## src/rtl/red_pitaya_dac_slew_pkg.sv

```systemverilog
// Shared types and helpers for the DAC slew-rate limiter.
// Holds the FSM state encoding, the default sample width and the
// offset-binary conversion used to drive the DAC IC.
package red_pitaya_dac_pkg;

    localparam int DAC_DW = 14;

    typedef enum logic [1:0] {
        ST_IDLE  = 2'd0,
        ST_RUN   = 2'd1,
        ST_DRAIN = 2'd2
    } dac_state_t;

    // Two's complement to offset binary: keep the sign bit, invert the rest.
    function automatic logic [DAC_DW-1:0] offset_bin(input logic [DAC_DW-1:0] v);
        return {v[DAC_DW-1], ~v[DAC_DW-2:0]};
    endfunction

endpackage

```

## src/rtl/red_pitaya_dac_slew_if.sv

```systemverilog
// Channel-side bus of the DAC slew stage: sample stream and controls in,
// limited sample, offset-binary copy and status out.
// master = channel generator / control side, slave = slew stage.
interface red_pitaya_dac_slew_if #(
    parameter int DW = 14,
    parameter int CW = 32
);
    logic signed [DW-1:0] dat_i;
    logic                 en_i;
    logic        [DW-1:0] set_slew_i;
    logic signed [DW-1:0] dac_o;
    logic        [DW-1:0] dac_ob_o;
    logic                 busy_o;
    logic                 limit_o;
    logic        [CW-1:0] limit_cnt_o;

    modport master (
        output dat_i,
        output en_i,
        output set_slew_i,
        input  dac_o,
        input  dac_ob_o,
        input  busy_o,
        input  limit_o,
        input  limit_cnt_o
    );

    modport slave (
        input  dat_i,
        input  en_i,
        input  set_slew_i,
        output dac_o,
        output dac_ob_o,
        output busy_o,
        output limit_o,
        output limit_cnt_o
    );
endinterface

```

## src/rtl/red_pitaya_dac_slew_step.sv

```systemverilog
// Combinational single-step slew limiter.
// Moves y toward target t by at most s per call; s == 0 jumps straight to t.
// The result always lies between y and t, so the narrow add/subtract
// below never wraps even though it is done in DW bits.
module red_pitaya_slew_step #(
    parameter int DW = 14
) (
    input  logic signed [DW-1:0] y,
    input  logic signed [DW-1:0] t,
    input  logic        [DW-1:0] s,
    output logic signed [DW-1:0] y_next,
    output logic                 clipped
);
    logic signed [DW:0] diff;
    logic signed [DW:0] s_pos;
    logic signed [DW:0] s_neg;

    // Compare the signed distance to the step bound and clip if it exceeds it.
    always_comb begin
        diff    = {t[DW-1], t} - {y[DW-1], y};
        s_pos   = {1'b0, s};
        s_neg   = -s_pos;
        y_next  = t;
        clipped = 1'b0;
        if (s != '0) begin
            if (diff > s_pos) begin
                y_next  = y + s;
                clipped = 1'b1;
            end else if (diff < s_neg) begin
                y_next  = y - s;
                clipped = 1'b1;
            end
        end
    end
endmodule

```

## src/rtl/red_pitaya_dac_slew.sv

```systemverilog
// DAC output conditioning for one generator channel: slew-rate limiting,
// ramp-up from zero on enable, ramp-down to zero on disable, and
// offset-binary presentation for the DAC IC.
// Optional: define DAC_SLEW_CNT_EN to build the saturating clipped-cycle
// counter; without it limit_cnt_o is tied to zero.
//
// state    | meaning
// ---------+-----------------------------------------------------
// ST_IDLE  | output parked at 0, waiting for enable
// ST_RUN   | tracking the input sample through the limiter
// ST_DRAIN | enable dropped, ramping output back down to 0
module red_pitaya_dac_slew
    import red_pitaya_dac_pkg::*;
#(
    parameter int DW = DAC_DW,
    parameter int CW = 32
) (
    input  logic                 dac_clk_i,
    input  logic                 dac_rst_i,
    red_pitaya_dac_slew_if.slave bus
);
    dac_state_t state;
    dac_state_t state_nxt;

    logic signed [DW-1:0] dat_r;
    logic signed [DW-1:0] y;
    logic signed [DW-1:0] y_d;
    logic signed [DW-1:0] target;
    logic signed [DW-1:0] step_y;
    logic                 step_clip;
    logic                 limit_r;
    logic                 limit_d;
    logic                 busy;

    red_pitaya_slew_step #(.DW(DW)) u_step (
        .y       (y),
        .t       (target),
        .s       (bus.set_slew_i),
        .y_next  (step_y),
        .clipped (step_clip)
    );

    // State register.
    always_ff @(posedge dac_clk_i) begin
        if (dac_rst_i) begin
            state <= ST_IDLE;
        end else begin
            state <= state_nxt;
        end
    end

    // Next-state logic; re-enable during drain wins over reaching zero.
    always_comb begin
        state_nxt = state;
        case (state)
            ST_IDLE:  if (bus.en_i) state_nxt = ST_RUN;
            ST_RUN:   if (!bus.en_i) state_nxt = ST_DRAIN;
            ST_DRAIN: begin
                if (bus.en_i) begin
                    state_nxt = ST_RUN;
                end else if (y == '0) begin
                    state_nxt = ST_IDLE;
                end
            end
            default:  state_nxt = ST_IDLE;
        endcase
    end

    // Output decode: pick the limiter target and the next output values.
    always_comb begin
        target  = '0;
        y_d     = step_y;
        limit_d = step_clip;
        busy    = 1'b1;
        case (state)
            ST_RUN:   target = dat_r;
            ST_DRAIN: target = '0;
            default: begin
                y_d     = '0;
                limit_d = 1'b0;
                busy    = 1'b0;
            end
        endcase
    end

    // Input sample register and limited output register.
    always_ff @(posedge dac_clk_i) begin
        if (dac_rst_i) begin
            dat_r   <= '0;
            y       <= '0;
            limit_r <= 1'b0;
        end else begin
            dat_r   <= bus.dat_i;
            y       <= y_d;
            limit_r <= limit_d;
        end
    end

`ifdef DAC_SLEW_CNT_EN
    logic [CW-1:0] limit_cnt;

    // Count clipped steps since the last start; hold at all-ones.
    always_ff @(posedge dac_clk_i) begin
        if (dac_rst_i) begin
            limit_cnt <= '0;
        end else if (state == ST_IDLE && state_nxt == ST_RUN) begin
            limit_cnt <= '0;
        end else if (limit_d && (limit_cnt != '1)) begin
            limit_cnt <= limit_cnt + CW'(1);
        end
    end

    assign bus.limit_cnt_o = limit_cnt;
`else
    assign bus.limit_cnt_o = {CW{1'b0}};
`endif

    generate
        if (DW == DAC_DW) begin : g_ob_pkg
            assign bus.dac_ob_o = offset_bin(y);
        end else begin : g_ob_generic
            assign bus.dac_ob_o = {y[DW-1], ~y[DW-2:0]};
        end
    endgenerate

    assign bus.dac_o   = y;
    assign bus.limit_o = limit_r;
    assign bus.busy_o  = busy;
endmodule

```

## src/flat_wrapper.sv

```systemverilog
// flat-port wrapper written by rule: the top's interface ports become plain ports
module red_pitaya_dac_slew_flat import red_pitaya_dac_pkg::*;
#(
    parameter int DW = DAC_DW,
    parameter int CW = 32
)
  (dac_clk_i, dac_rst_i, bus_dat_i, bus_en_i, bus_set_slew_i, bus_dac_o, bus_dac_ob_o, bus_busy_o, bus_limit_o, bus_limit_cnt_o);
  red_pitaya_dac_slew_if #(.DW(DW), .CW(CW)) bus_i ();
  input  logic dac_clk_i;
  input  logic dac_rst_i;
  input wire logic [$bits(bus_i.dat_i)-1:0] bus_dat_i;
  input wire logic [$bits(bus_i.en_i)-1:0] bus_en_i;
  input wire logic [$bits(bus_i.set_slew_i)-1:0] bus_set_slew_i;
  output wire logic [$bits(bus_i.dac_o)-1:0] bus_dac_o;
  output wire logic [$bits(bus_i.dac_ob_o)-1:0] bus_dac_ob_o;
  output wire logic [$bits(bus_i.busy_o)-1:0] bus_busy_o;
  output wire logic [$bits(bus_i.limit_o)-1:0] bus_limit_o;
  output wire logic [$bits(bus_i.limit_cnt_o)-1:0] bus_limit_cnt_o;
  assign bus_i.dat_i = bus_dat_i;
  assign bus_i.en_i = bus_en_i;
  assign bus_i.set_slew_i = bus_set_slew_i;
  assign bus_dac_o = bus_i.dac_o;
  assign bus_dac_ob_o = bus_i.dac_ob_o;
  assign bus_busy_o = bus_i.busy_o;
  assign bus_limit_o = bus_i.limit_o;
  assign bus_limit_cnt_o = bus_i.limit_cnt_o;
  red_pitaya_dac_slew #(.DW(DW), .CW(CW)) u_core (.dac_clk_i(dac_clk_i), .dac_rst_i(dac_rst_i), .bus(bus_i));
endmodule
```

## config.mk

```make
export PLATFORM = sky130hd
export DESIGN_NAME = red_pitaya_dac_slew_flat
export DESIGN_NICKNAME = d
export VERILOG_FILES = /design/src/rtl/red_pitaya_dac_slew_pkg.sv /design/src/rtl/red_pitaya_dac_slew_if.sv /design/src/rtl/red_pitaya_dac_slew_step.sv /design/src/rtl/red_pitaya_dac_slew.sv /design/src/flat_wrapper.sv
export SDC_FILE = /design/constraint.sdc
export NUM_CORES = 1
export LEC_CHECK = 0
export BUFFER_PORTS_ARGS = -buffer_cell sky130_fd_sc_hd__buf_2
export CORE_MARGIN = 5
export CORE_UTILIZATION = 52
export DETAILED_ROUTE_END_ITERATION = 16
export GPL_TIMING_DRIVEN = 0
export PLACE_DENSITY_LB_ADDON = 0.1
export SKIP_CTS_REPAIR_TIMING = 1
export SLEW_MARGIN = 5
export SYNTH_ARGS = -nofsm -noshare
export SYNTH_HDL_FRONTEND = slang
export SYNTH_SLANG_ARGS = --single-unit
```

## constraint.sdc

```tcl
create_clock -name dac_clk_i -period 3.9 [get_ports dac_clk_i]
set_input_delay 0 -clock dac_clk_i [delete_from_list [all_inputs] [get_ports dac_clk_i]]
set_output_delay 0 -clock dac_clk_i [all_outputs]
set_load 0.1 [all_outputs]
```

* Word-level counts from Yosys, hierarchy flattened
Index checks and enable logic that the tools add are counted.
** Word-level totals
- Register bits :: 31
- Bits of input ports :: 31
- Output and inout port bits :: 62
- Logic and storage cells :: 37
** Operators by class
- $add $sub $neg :: 4
- Magnitude comparators :: 2
- Equality and inequality tests :: 5
- Mux-type cells :: 12
- Bitwise operators :: 3
- Reductions and logical operators :: 7
** Operator list (number)
- 2-to-1 mux 14 bit :: 4
- greater-than comparator 15 bit :: 1
- < comparator 15 bit :: 1
- negation 14 -> 15 bit :: 1
- subtractor 14 x 14 -> 15 bit :: 1
- adder 14 bit :: 1
- logical NOT 14 bit :: 1
- nonzero test 14 bit :: 1
- subtractor 14 bit :: 1
- inverter 13 bit :: 1
- 2-to-1 mux 2 bit :: 4
- case mux 2 bit (3 select lines) :: 1
- inequality test 2 bit (second input constant) :: 2
- OR reduction 2 bit :: 2
- 2-to-1 mux 1 bit :: 3
- inequality test 3 x 2 -> 1 bit (second input constant) :: 1
- AND reduction 3 bit :: 1
- OR reduction 3 bit :: 1
- == test 2 x 1 -> 1 bit (second input constant) :: 1
- == test 2 bit (second input constant) :: 1
- logical NOT 2 bit :: 1
- inverter 1 bit :: 2

* Depth between registers and ports, before layout
Gate-level depths: netlist of the first run.
- Word-level depth :: 7
- Depth in mapped cells :: 24
- Mapped depth without buffers :: 22

* Cells and area by module
Synthesis of the first run repeated with hierarchy kept, for this count alone.
** Second synthesis, totals
- Cell total of the unflattened synthesis :: 578
- Area, all modules :: 4535.6 µm²
** By module, submodules not included
- red_pitaya_slew_step :: times used 1, cells each 431, area an instance 3161.8 µm², sequential area each 0.0 µm²
- red_pitaya_dac_slew :: times used 1, cells each 147, area an instance 1373.8 µm², sequential area each 620.6 µm²

* Least setup slack after synthesis of the first run
OpenSTA, ideal clock, no wires.
- Kind :: register to register
- From :: register u_core.y[4] (netlist: u_core.bus.dac_o[4])
- To :: register u_core.y[2] (netlist: u_core.bus.dac_o[2])
- Library setup time :: 120 ps
- Arrival time :: 5150 ps
- Required time :: 3780 ps
- Setup slack :: -1369 ps
- Cell stages (with the launch flop) :: 18
- Path buffers :: 1
- Period minus slack after synthesis :: 5269 ps
- Path through :: dfxtp_1 -> inv_1 -> ha_1 -> a21o_1 -> or2_1 -> o21ai_1 -> o21ai_1 -> a21o_1 -> a21oi_1 -> xnor2_1 -> ha_1 -> nand3b_1 -> o41ai_2 -> a21o_1 -> buf_2 -> nand2_2 -> o2111a_1 -> o31a_1
** Between the ends
- Cells in the longest elaborated chain, start to end :: 5
- Elaborated cells on any way between the ends :: 6
- Classes of those cells :: 1 x add/sub; 2 x order compare; 3 x mux
** Ends and longest elaborated chain
- start: declaration :: RTL line red_pitaya_dac_slew.sv:26 : logic signed [DW-1:0] y;
- start signal: assignment :: RTL line red_pitaya_dac_slew.sv:94 : y <= y_d;
- subtractor 14 x 14 -> 15 bit * :: RTL line red_pitaya_dac_slew_step.sv:20 : diff = {t[DW-1], t} - {y[DW-1], y};
- < comparator 15 bit :: RTL line red_pitaya_dac_slew_step.sv:29 : end else if (diff < s_neg) begin
- 2-to-1 mux 14 bit :: RTL line red_pitaya_dac_slew_step.sv:29
- 2-to-1 mux 14 bit * :: RTL line red_pitaya_dac_slew_step.sv:26 : if (diff > s_pos) begin
- 2-to-1 mux 14 bit * :: RTL line red_pitaya_dac_slew_step.sv:25 : if (s != '0) begin
Mark *: on every way between the ends. The rest lies on a longest branch, timed or not.
A chain may end at the register's enable or synchronous reset.

* Worst setup path after layout of the first run
- From :: register u_core.state[1]
- To :: register u_core.y[12] (netlist: u_core.bus.dac_o[12])
** Between the ends
- Cells in the longest elaborated chain, start to end :: 7
- Elaborated cells on any way between the ends :: 12
- Classes of those cells :: 1 x add/sub; 2 x order compare; 2 x eq/ne; 4 x mux; 1 x bitwise; 2 x reduce/logical
** Ends and longest elaborated chain
- start: declaration :: RTL line red_pitaya_dac_slew.sv:22 : dac_state_t state;
- start signal: assignment :: RTL line red_pitaya_dac_slew.sv:48 : state <= state_nxt;
- == test 2 x 1 -> 1 bit :: RTL line red_pitaya_dac_slew.sv:75 : case (state)
- 2-to-1 mux 14 bit :: RTL line red_pitaya_dac_slew.sv:75
- subtractor 14 x 14 -> 15 bit :: RTL line red_pitaya_dac_slew_step.sv:20
- < comparator 15 bit :: RTL line red_pitaya_dac_slew_step.sv:29
- 2-to-1 mux 14 bit :: RTL line red_pitaya_dac_slew_step.sv:29
- 2-to-1 mux 14 bit :: RTL line red_pitaya_dac_slew_step.sv:26
- 2-to-1 mux 14 bit :: RTL line red_pitaya_dac_slew_step.sv:25
Parallel ways exist; a longest one is shown, timed or not.

==> results of run 1 <==
## flip-flops by register name, indices dropped and copies added, names as in the netlist
name	count
u_core.bus.dac_o	14
u_core.dat_r	14
u_core.state	2
u_core.bus.limit_o	1
## critical path, stage by stage, from the launching register on
cell,delay (ns)
dfxtp_4,0.37
inv_4,0.05
ha_4,0.19
buf_8,0.14
and2_4,0.16
ha_4,0.28
a211oi_2,0.08
a21o_1,0.24
a211o_1,0.30
and2_4,0.16
o31ai_4,0.30
inv_2,0.08
ha_4,0.27
nand2_1,0.06
nor4_2,0.26
o21ai_1,0.11
a32o_2,0.32
buf_6,0.16
nor2b_1,0.12
mux2_4,0.25
mux2i_1,0.14
o21ai_1,0.07
## stage by stage
step / setup slack [ns] / util
floorplan: -0.418 / -
global placement: -0.886 / 0.621
detailed placement: -0.973 / 0.621
CTS: -1.02 / 0.631
global route: -0.527 / 0.705
finish: -0.292 / 0.705
## cell usage in the layout (no fill, tap or decap), types with 10 or more instances in the layout
cell | synthesis | routed
buf_4 | 33 | 62
buf_2 | 5 | 60
ha_1 | 64 | 50
inv_1 | 65 | 49
nor2_1 | 41 | 38
conb_1 | 1 | 32
nand2_1 | 34 | 29
nor2b_1 | 30 | 29
a21oi_1 | 32 | 28
xnor2_1 | 21 | 20
o21ai_0 | 22 | 18
dfxtp_1 | 31 | 17
dlygate4sd3_1 | 0 | 16
ha_4 | 0 | 12
clkinvlp_4 | 0 | 11
a21o_1 | 11 | 11
dfxtp_4 | 0 | 11
nand2b_1 | 11 | 10
mux2i_1 | 10 | 10
a31oi_1 | 10 | 10
## Yosys cell counts (all sizes together) (5+ instances only)
cell type,instances
ha,64
nor3,11
o31ai,7
a21o,11
a211oi,5
inv,65
clkbuf,7
a21oi,34
nand4,7
and2,10
o21ai,31
dfxtp,31
xnor2,22
a211o,5
nand3,11
mux2i,10
buf,39
o21a,5
xor2,6
nor2b,30
nand2,35
nor2,42
o21bai,8
a31oi,10
nor4,8
nand2b,12
## cells by family after synthesis
kind of cell / Yosys count
xor+xnor: 30
fa+ha+maj: 67
flops: 31
mux: 14
compound gates: 148
simple gates: 182
buf+inv: 112
other cells: 1
## path summary, 6_finish.rpt
check / start / end / slack (ns) / cells after the start
worst max register to register: u_core.state[1] / u_core.bus.dac_o[12] / -0.29 / 21
worst min register to register: u_core.dat_r[9] / u_core.bus.dac_o[9] / 0.51 / 2
worst min-delay path: dac_rst_i / u_core.dat_r[5] / 0.01 / 2
worst max-delay path: u_core.state[1] / u_core.bus.dac_o[12] / -0.29 / 21
## routing by layer
metal / share of wire / vias to the layer above / GRT usage
met1: 0.42 / 2204 / 0.305
met3: 0.056 / 36 / 0.0304
met4: 0.036 / 0 / 0.104
met5: 0 / - / 0
met2: 0.49 / 162 / 0.401
li1: - / 2280 / -
## area by class of cell
type | instances | area [µm²]
Clock buffer | 5 | 68.8
Inverter | 66 | 289
Clock inverter | 3 | 18.8
Buffer | 43 | 334
Timing Repair Buffer | 107 | 701
Tap cell | 108 | 135
Sequential cell | 31 | 666
Fill cell | 706 | 2540
Multi-Input combinational cell | 473 | 3840
==> results.tsv, run 1 <==
stage	metric	value	unit
clocking	CTS tree	done	
floorplanning	Core Rows	34	
min_path	worst hold path class	in2reg	
timing	Slew headroom	0.542	
clocking	worst skew pair latency	0.30	ns
place	gp weighted congestion	0.878	
detailed_routing	1st-iter DRT viols	237	
timing	Worst Skew	0.0153	ns
finish	Ant. Diodes	0	
timing	RSZ-0062 raised after global routing	true	
synthesis	post-synth top area share	0.177	
critical_path	critical path class	reg2reg	
detailed_routing	Vias/cell	5.60	
place	IO buf count	60	
detailed_routing	# DRC	0	
clocking	Clock Sinks	31	
outcome	failing checks	setup timing	
synthesis	top cells by area, synth	ha_1 18%, dfxtp_1 14%, buf_4 5.5%, inv_1 5.4%, nor2b_1 4.2%	
synthesis	Synth Warn #	0	
synthesis	register bit total from synthesis	31	
clocking	Reg clk slew, reported paths	0.09	ns
synthesis	largest family of logic cells by synthesized area	compound AO/OA/AOI/OAI gates	
clocking	Clock Path Buffers	2	
global_route	grt total ovfl	0	
clocking	Inserted Clock Buffers	5	
detailed_routing	DRT Wirelength	13800	µm
detailed_routing	post-route ant nets	0	
global_route	vias in the first global route	4167	
place	Placed Area	5340	µm²
timing	Max Freq	239	MHz
run	maxcap violations	0	
synthesis	post-synthesis cell count	585	
critical_path	Worst Path Required	4.09	ns
floorplanning	core area	8590	µm²
synthesis	Synth cell types	76	
timing	Worst Tran Pin Value	0.679	ns
finish	layout cells sized above 1	0.343	
global_route	wire length of the first global-routing pass	20000	µm
detailed_routing	Routed wire per std cell	16.5	µm
place	Cells after DPL	784	
detailed_routing	Pre-antenna DRT Iters	5	
timing	setup TNS	-3.19	ns
clocking	clock root buffer	clkbuf_8	
finish	Post-Layout Cell Count	836	
timing	max-slew violations	0	
synthesis	synthesized cell area	4510	µm²
finish	nets	825	
floorplanning	IO Pins	93	
critical_path	critical path peak fanout	8	
critical_path	CP arrival	4.38	ns
detailed_routing	Via Count	4682	
synthesis	EDFF count, synth	0	
synthesis	Synth Area in Adders	0.191	
synthesis	Synth Area in Simple Gates	0.215	
global_route	initial antenna violation count	0	
timing	Final setup viols	15	
critical_path	CP Launch Type	flip-flop	
clocking	H-tree lvl count	2	
timing	Final WS setup	-0.292	ns
synthesis	Synth Area in Compound Gates	0.234	
floorplanning	Starting Density	0.525	
global_route	GRT Total Usage	0.238	
outcome	outcome	finished, violations left	
timing	WHS	0.0144	ns
timing	Tmin final	4.19	ns
place	post-detail-place hpwl	10500	µm
timing	part of the cycle the worst path needs	1.07	
synthesis	post-synth top area cell	ha_1	
synthesis	most used flip-flop cell after synthesis	dfxtp_1	
critical_path	Worst setup EP type	flip-flop	
floorplanning	die width	103	µm
finish	Post-Layout Inst Area	6060	µm²
global_route	largest net degree at the start of global routing	12	
timing	final hold violations	0	
synthesis	register area share after synthesis	0.138	
synthesis	mean post-synth cell area	7.71	µm²
synthesis	Synth Area in XOR/XNOR	0.0663	
floorplanning	Die Y	103	µm
finish	area growth from synthesis to layout	34.2	%
synthesis	Async SR Flop Fraction	0	
synthesis	mux contribution to synthesized area	0.0322	
floorplanning	area of the die	10600	µm²
Power of run 1 is not shown: default switching activity piles up to over one toggle a cycle in this logic, so the estimate is an artifact.
==> run 2, diff against run 1 <==
--- a/config.mk
+++ b/config.mk
@@ -7,7 +7,7 @@
 export LEC_CHECK = 0
 export BUFFER_PORTS_ARGS = -buffer_cell sky130_fd_sc_hd__buf_2
 export CORE_MARGIN = 5
-export CORE_UTILIZATION = 52
+export CORE_UTILIZATION = 55
 export DETAILED_ROUTE_END_ITERATION = 16
 export GPL_TIMING_DRIVEN = 0
 export PLACE_DENSITY_LB_ADDON = 0.1
==> constraint.sdc (replaced) <==
create_clock -name dac_clk_i -period 4.34 [get_ports dac_clk_i]
set_input_delay 0 -clock dac_clk_i [delete_from_list [all_inputs] [get_ports dac_clk_i]]
set_output_delay 0 -clock dac_clk_i [all_outputs]
set_load 0.1 [all_outputs]
==> results.tsv, run 2 (same netlist as run 1, synthesis figures left out) <==
stage	metric	value	unit
outcome	outcome	finished clean	
min_path	Worst Hold Launch	dac_rst_i	
clocking	Inserted Clock Buffers	5	
timing	max-slew violations	0	
global_route	grt total ovfl	0	
finish	most frequent cells in the layout	61 x buf_2, 56 x buf_4, 51 x inv_1, 51 x ha_1, 40 x nor2_1	
critical_path	critical path peak fanout	8	
detailed_routing	Via Count	4502	
floorplanning	die width	101	µm
timing	part of the cycle the worst path needs	0.989	
critical_path	CP bufs+invs	4	
critical_path	CP delay by family, top	compound AO/OA/AOI/OAI gates	
detailed_routing	1st-iter DRT viols	238	
floorplanning	Core Rows	33	
critical_path	Critical Path Slowest Stage Cell	dfxtp_2	
floorplanning	Starting Density	0.558	
place	Placed Area	5300	µm²
critical_path	crit path launch	u_core.state[1]	
min_path	worst hold path class	in2reg	
critical_path	CP arrival	4.49	ns
clocking	worst skew pair latency	0.29	ns
critical_path	crit path cell chain	inv_2 > ha_4 > buf_6 > and2_4 > ha_4 > a211oi_4 > a21o_1 > a211o_1 > and2_4 > o31ai_4 > inv_2 > ha_4 > nand2_2 > nor4_2 > o21ai_1 > a32o_2 > buf_6 > nor2b_4 > mux2i_2 > mux2i_2 > a221oi_2	
timing	Final setup viols	0	
detailed_routing	Routed wire per std cell	15.7	µm
clocking	clock root buffer	clkbuf_8	
critical_path	max incr delay on CP	0.36	ns
finish	Post-Layout Inst Area	5970	µm²
clocking	CTS tree	done	
timing	WHS	0.0111	ns
timing	Tmin final	4.29	ns
clocking	Reg clk slew, reported paths	0.07	ns
floorplanning	core area	8090	µm²
timing	RSZ-0062 raised after global routing	true	
critical_path	CP most frequent cell	ha_4	
timing	Worst Skew	0.00699	ns
detailed_routing	Vias/cell	5.45	
finish	commonest non-fill, non-tap cell in the layout	buf_2	
critical_path	CP Launch Type	flip-flop	
run	maxcap violations	0	
timing	Slew headroom	0.565	
finish	nets	818	
clocking	Clock Path Buffers	2	
finish	Ant. Diodes	0	
critical_path	critical path class	reg2reg	
detailed_routing	# DRC	0	
place	post-detail-place hpwl	10300	µm
floorplanning	Die Y	101	µm
global_route	GRT Total Usage	0.235	
global_route	largest net degree at the start of global routing	11	
critical_path	worst flop-to-flop path startpoint	u_core.state[1]	
timing	Max Freq	233	MHz
place	IO buf count	60	
timing	Worst Tran Pin Value	0.644	ns
clocking	H-tree lvl count	2	
detailed_routing	Pre-antenna DRT Iters	5	
global_route	initial antenna violation count	0	
floorplanning	area of the die	10100	µm²
place	gp weighted congestion	0.876	
detailed_routing	DRT Wirelength	12900	µm
global_route	wire length of the first global-routing pass	19400	µm
critical_path	Worst Path Required	4.53	ns
critical_path	Worst setup EP type	flip-flop	
clocking	Clock Sinks	31	
finish	area growth from synthesis to layout	32.2	%
detailed_routing	post-route ant nets	0	
global_route	vias in the first global route	4105	
timing	final hold violations	0	
finish	layout cells sized above 1	0.327	
floorplanning	IO Pins	93	
[run 2: changes by cell type in the layout (fill, tap and decap cells not counted), sizes merged]
cell,previous run,this run
buf,130,121
clkbuf,9,12
clkinv,2,1
clkinvlp,11,10
dlygate4sd3,16,17
[run 2: routing by layer]
metal | share of wire | wire [µm] | GRT usage
met3 | 0.054 | 695 | 0.0339
met5 | 0 | 0 | 0
met4 | 0.034 | 441 | 0.0767
met1 | 0.41 | 5310 | 0.296
met2 | 0.50 | 6490 | 0.410
[run 2: final cells by class]
class	instances	area [µm²]
Multi-Input combinational cell	473	3820
Clock buffer	7	86.3
Tap cell	105	131
Buffer	44	325
Clock inverter	1	5.00
Sequential cell	31	663
Inverter	66	288
Timing Repair Buffer	99	648
Fill cell	646	2130
[run 2: stage by stage]
step	utilization	TNS [ns]	setup WS, ns	std cells
after floorplan	-	0	0.00448	616
after global placement	0.655	-6.51	-0.511	781
after detailed placement	0.655	-7.43	-0.597	781
after CTS	0.666	-8.08	-0.634	789
after global routing	0.737	-0.456	-0.122	826
final	0.737	0	0.0484	826
[run 2: path summary, 6_finish.rpt]
kind | to | slack (ns) | cells past startpoint
setup / recovery | u_core.bus.dac_o[13] | 0.05 | 21
hold / removal | u_core.dat_r[7] | 0.01 | 2
setup reg to reg | u_core.bus.dac_o[13] | 0.05 | 21
hold reg to reg | u_core.bus.dac_o[13] | 0.51 | 2
Power of run 2 is left out for the same reason.
==> run 3, diff against run 2 <==
--- a/config.mk
+++ b/config.mk
@@ -15,4 +15,5 @@
 export SLEW_MARGIN = 5
 export SYNTH_ARGS = -nofsm -noshare
 export SYNTH_HDL_FRONTEND = slang
+export SYNTH_HIERARCHICAL = 1
 export SYNTH_SLANG_ARGS = --single-unit
==> results.tsv, run 3 <==
stage	metric	value	unit
timing	Tmin final	4.73	ns
critical_path	Worst Path Required	4.52	ns
critical_path	CP Launch Type	flip-flop	
synthesis	Synth Area in XOR/XNOR	0.0932	
critical_path	critical path class	reg2reg	
synthesis	Async SR Flop Fraction	0	
synthesis	synthesized cell area	4540	µm²
synthesis	mux contribution to synthesized area	0.00690	
place	Cells after DPL	773	
global_route	GRT Total Usage	0.242	
clocking	CTS tree	done	
finish	most frequent cells in the layout	63 x inv_1, 60 x buf_2, 57 x ha_1	
run	maxcap violations	0	
min_path	worst hold path class	in2reg	
finish	Ant. Diodes	0	
outcome	failing checks	hold timing, setup timing	
timing	Worst Tran Pin Value	1.05	ns
floorplanning	core area	8130	µm²
timing	setup TNS	-5.04	ns
timing	part of the cycle the worst path needs	1.09	
synthesis	Synth Area in Compound Gates	0.219	
floorplanning	Core Rows	33	
global_route	initial antenna violation count	0	
detailed_routing	1st-iter DRT viols	222	
floorplanning	IO Pins	93	
clocking	H-tree lvl count	2	
synthesis	Synth cell types	75	
timing	Max Freq	211	MHz
timing	Worst Skew	0.00427	ns
floorplanning	area of the die	10200	µm²
synthesis	mean post-synth cell area	7.85	µm²
critical_path	CP arrival	4.91	ns
global_route	vias in the first global route	4141	
timing	max-slew violations	0	
detailed_routing	DRT Wirelength	12900	µm
synthesis	most used flip-flop cell after synthesis	dfxtp_1	
synthesis	EDFF count, synth	0	
finish	Final Util	0.709	
timing	Slew headroom	0.295	
clocking	clock root buffer	clkbuf_8	
synthesis	largest family of logic cells by synthesized area	simple AND/OR/NAND/NOR gates	
synthesis	post-synthesis cell count	578	
timing	final hold violations	2	
synthesis	register area share after synthesis	0.137	
outcome	outcome	finished, violations left	
place	IO buf count	59	
synthesis	Synth Area in Simple Gates	0.233	
global_route	wire length of the first global-routing pass	20100	µm
finish	Post-Layout Cell Count	816	
finish	area growth from synthesis to layout	27.2	%
synthesis	post-synth top area cell	ha_1	
synthesis	synth cell count leaders	65 x inv_1, 62 x ha_1, 34 x buf_4	
detailed_routing	Vias/cell	5.41	
detailed_routing	# DRC	0	
timing	RSZ-0062 raised after global routing	true	
clocking	Reg clk slew, reported paths	0.06	ns
detailed_routing	Via Count	4416	
synthesis	post-synth top area share	0.171	
timing	WHS	-0.00183	ns
detailed_routing	post-route ant nets	0	
clocking	Inserted Clock Buffers	5	
place	post-detail-place hpwl	10100	µm
floorplanning	Starting Density	0.558	
floorplanning	Die Y	101	µm
critical_path	critical path peak fanout	10	
synthesis	Synth Area in Adders	0.184	
global_route	grt total ovfl	0	
synthesis	Synth Warn #	6	
critical_path	Worst setup EP type	flip-flop	
place	gp weighted congestion	0.954	
detailed_routing	Pre-antenna DRT Iters	4	
synthesis	count leader, synth	inv_1	
finish	layout cells sized above 1	0.274	
clocking	worst skew pair latency	0.28	ns
timing	Final WS setup	-0.390	ns
detailed_routing	Routed wire per std cell	15.8	µm
synthesis	register bit total from synthesis	31	
global_route	largest net degree at the start of global routing	11	
floorplanning	die width	101	µm
clocking	Clock Sinks	31	
synthesis	top cells by area, synth	ha_1 17%, dfxtp_1 14%, xnor2_1 6.0%, buf_4 5.6%, inv_1 5.4%	
clocking	Clock Path Buffers	2	
finish	nets	806	
timing	Final setup viols	15	
finish	commonest non-fill, non-tap cell in the layout	inv_1	
==> run 3: changes by cell type in the layout (fill, tap and decap cells not counted), moves of 7 or more <==
cell        previous run  this run
o221a_1                0         8
and2_1                 6        28
inv_1                 51        63
a31oi_1               10         2
clkinvlp_4            10         0
nor2_1                40        29
ha_4                  11         4
dfxtp_4               10         2
xnor2_1               20        30
==> run 3: layer usage <==
layer | GRT usage | vias to the layer above | wire length (µm)
li1 | - | 2218 | -
met1 | 0.342 | 2050 | 5790
met2 | 0.392 | 129 | 6170
met3 | 0.0152 | 19 | 623
met4 | 0.0746 | 0 | 281
met5 | 0 | - | 0
==> run 3: final cells by class <==
class | count | area (µm²)
clock buffer | 7 | 86.3
buffer | 49 | 350
multi-input combinational | 463 | 3690
tap | 105 | 131
fill | 684 | 2360
clock inverter | 1 | 5.00
sequential | 31 | 637
inverter | 66 | 255
timing repair buffer | 94 | 618
==> run 3: critical path: stages (launching register included) <==
cell and delay [ns]:
dfxtp_4 0.38, inv_4 0.05, ha_4 0.17, buf_6 0.13, and2_4 0.15, ha_4 0.24
a21o_1 0.22, a211o_1 0.30, o21a_1 0.20, buf_6 0.12, o21a_4 0.19, a21o_1 0.16
a21oi_2 0.17, xnor2_1 0.09, ha_1 0.29, nand3_2 0.06, nand3b_1 0.28, o21bai_4 0.26
a211oi_4 0.38, nand2b_4 0.07, buf_4 0.17, buf_6 0.14, o221a_2 0.24, and2_1 0.14
==> run 3: cells by family after synthesis <==
kind of cell               Yosys count
other                                1
muxes                                3
AOI/OAI and AO/OA                  132
xor gates and xnor gates            45
buffers and inverters              115
DFF                                 31
adders and majority gates           65
and+or+nand+nor                    186
==> run 3: path summary, 6_finish.rpt <==
kind         slack, ns             endpoint  cells past startpoint             from
max              -0.39  u_core/bus.dac_o[4]                     23  u_core/state[1]
min             -0.002      u_core/dat_r[0]                      2        dac_rst_i
max reg2reg      -0.39  u_core/bus.dac_o[4]                     23  u_core/state[1]
min reg2reg       0.54      u_core/state[0]                      2  u_core/state[0]
==> run 3: per-stage QoR <==
| step | hold slack, ns | instance area, µm² | setup WS, ns |
|---|---|---|---|
| after global routing | 0.0151 | 5770 | -0.539 |
| after global placement | 0.207 | 5130 | -0.630 |
| after detailed placement | 0.214 | 5130 | -0.695 |
| after floorplan | 0.0716 | 4710 | 0.00835 |
| final | -0.00183 | 5770 | -0.390 |
| after CTS | -0.0802 | 5220 | -0.743 |
Power of run 3 is left out for the same reason.
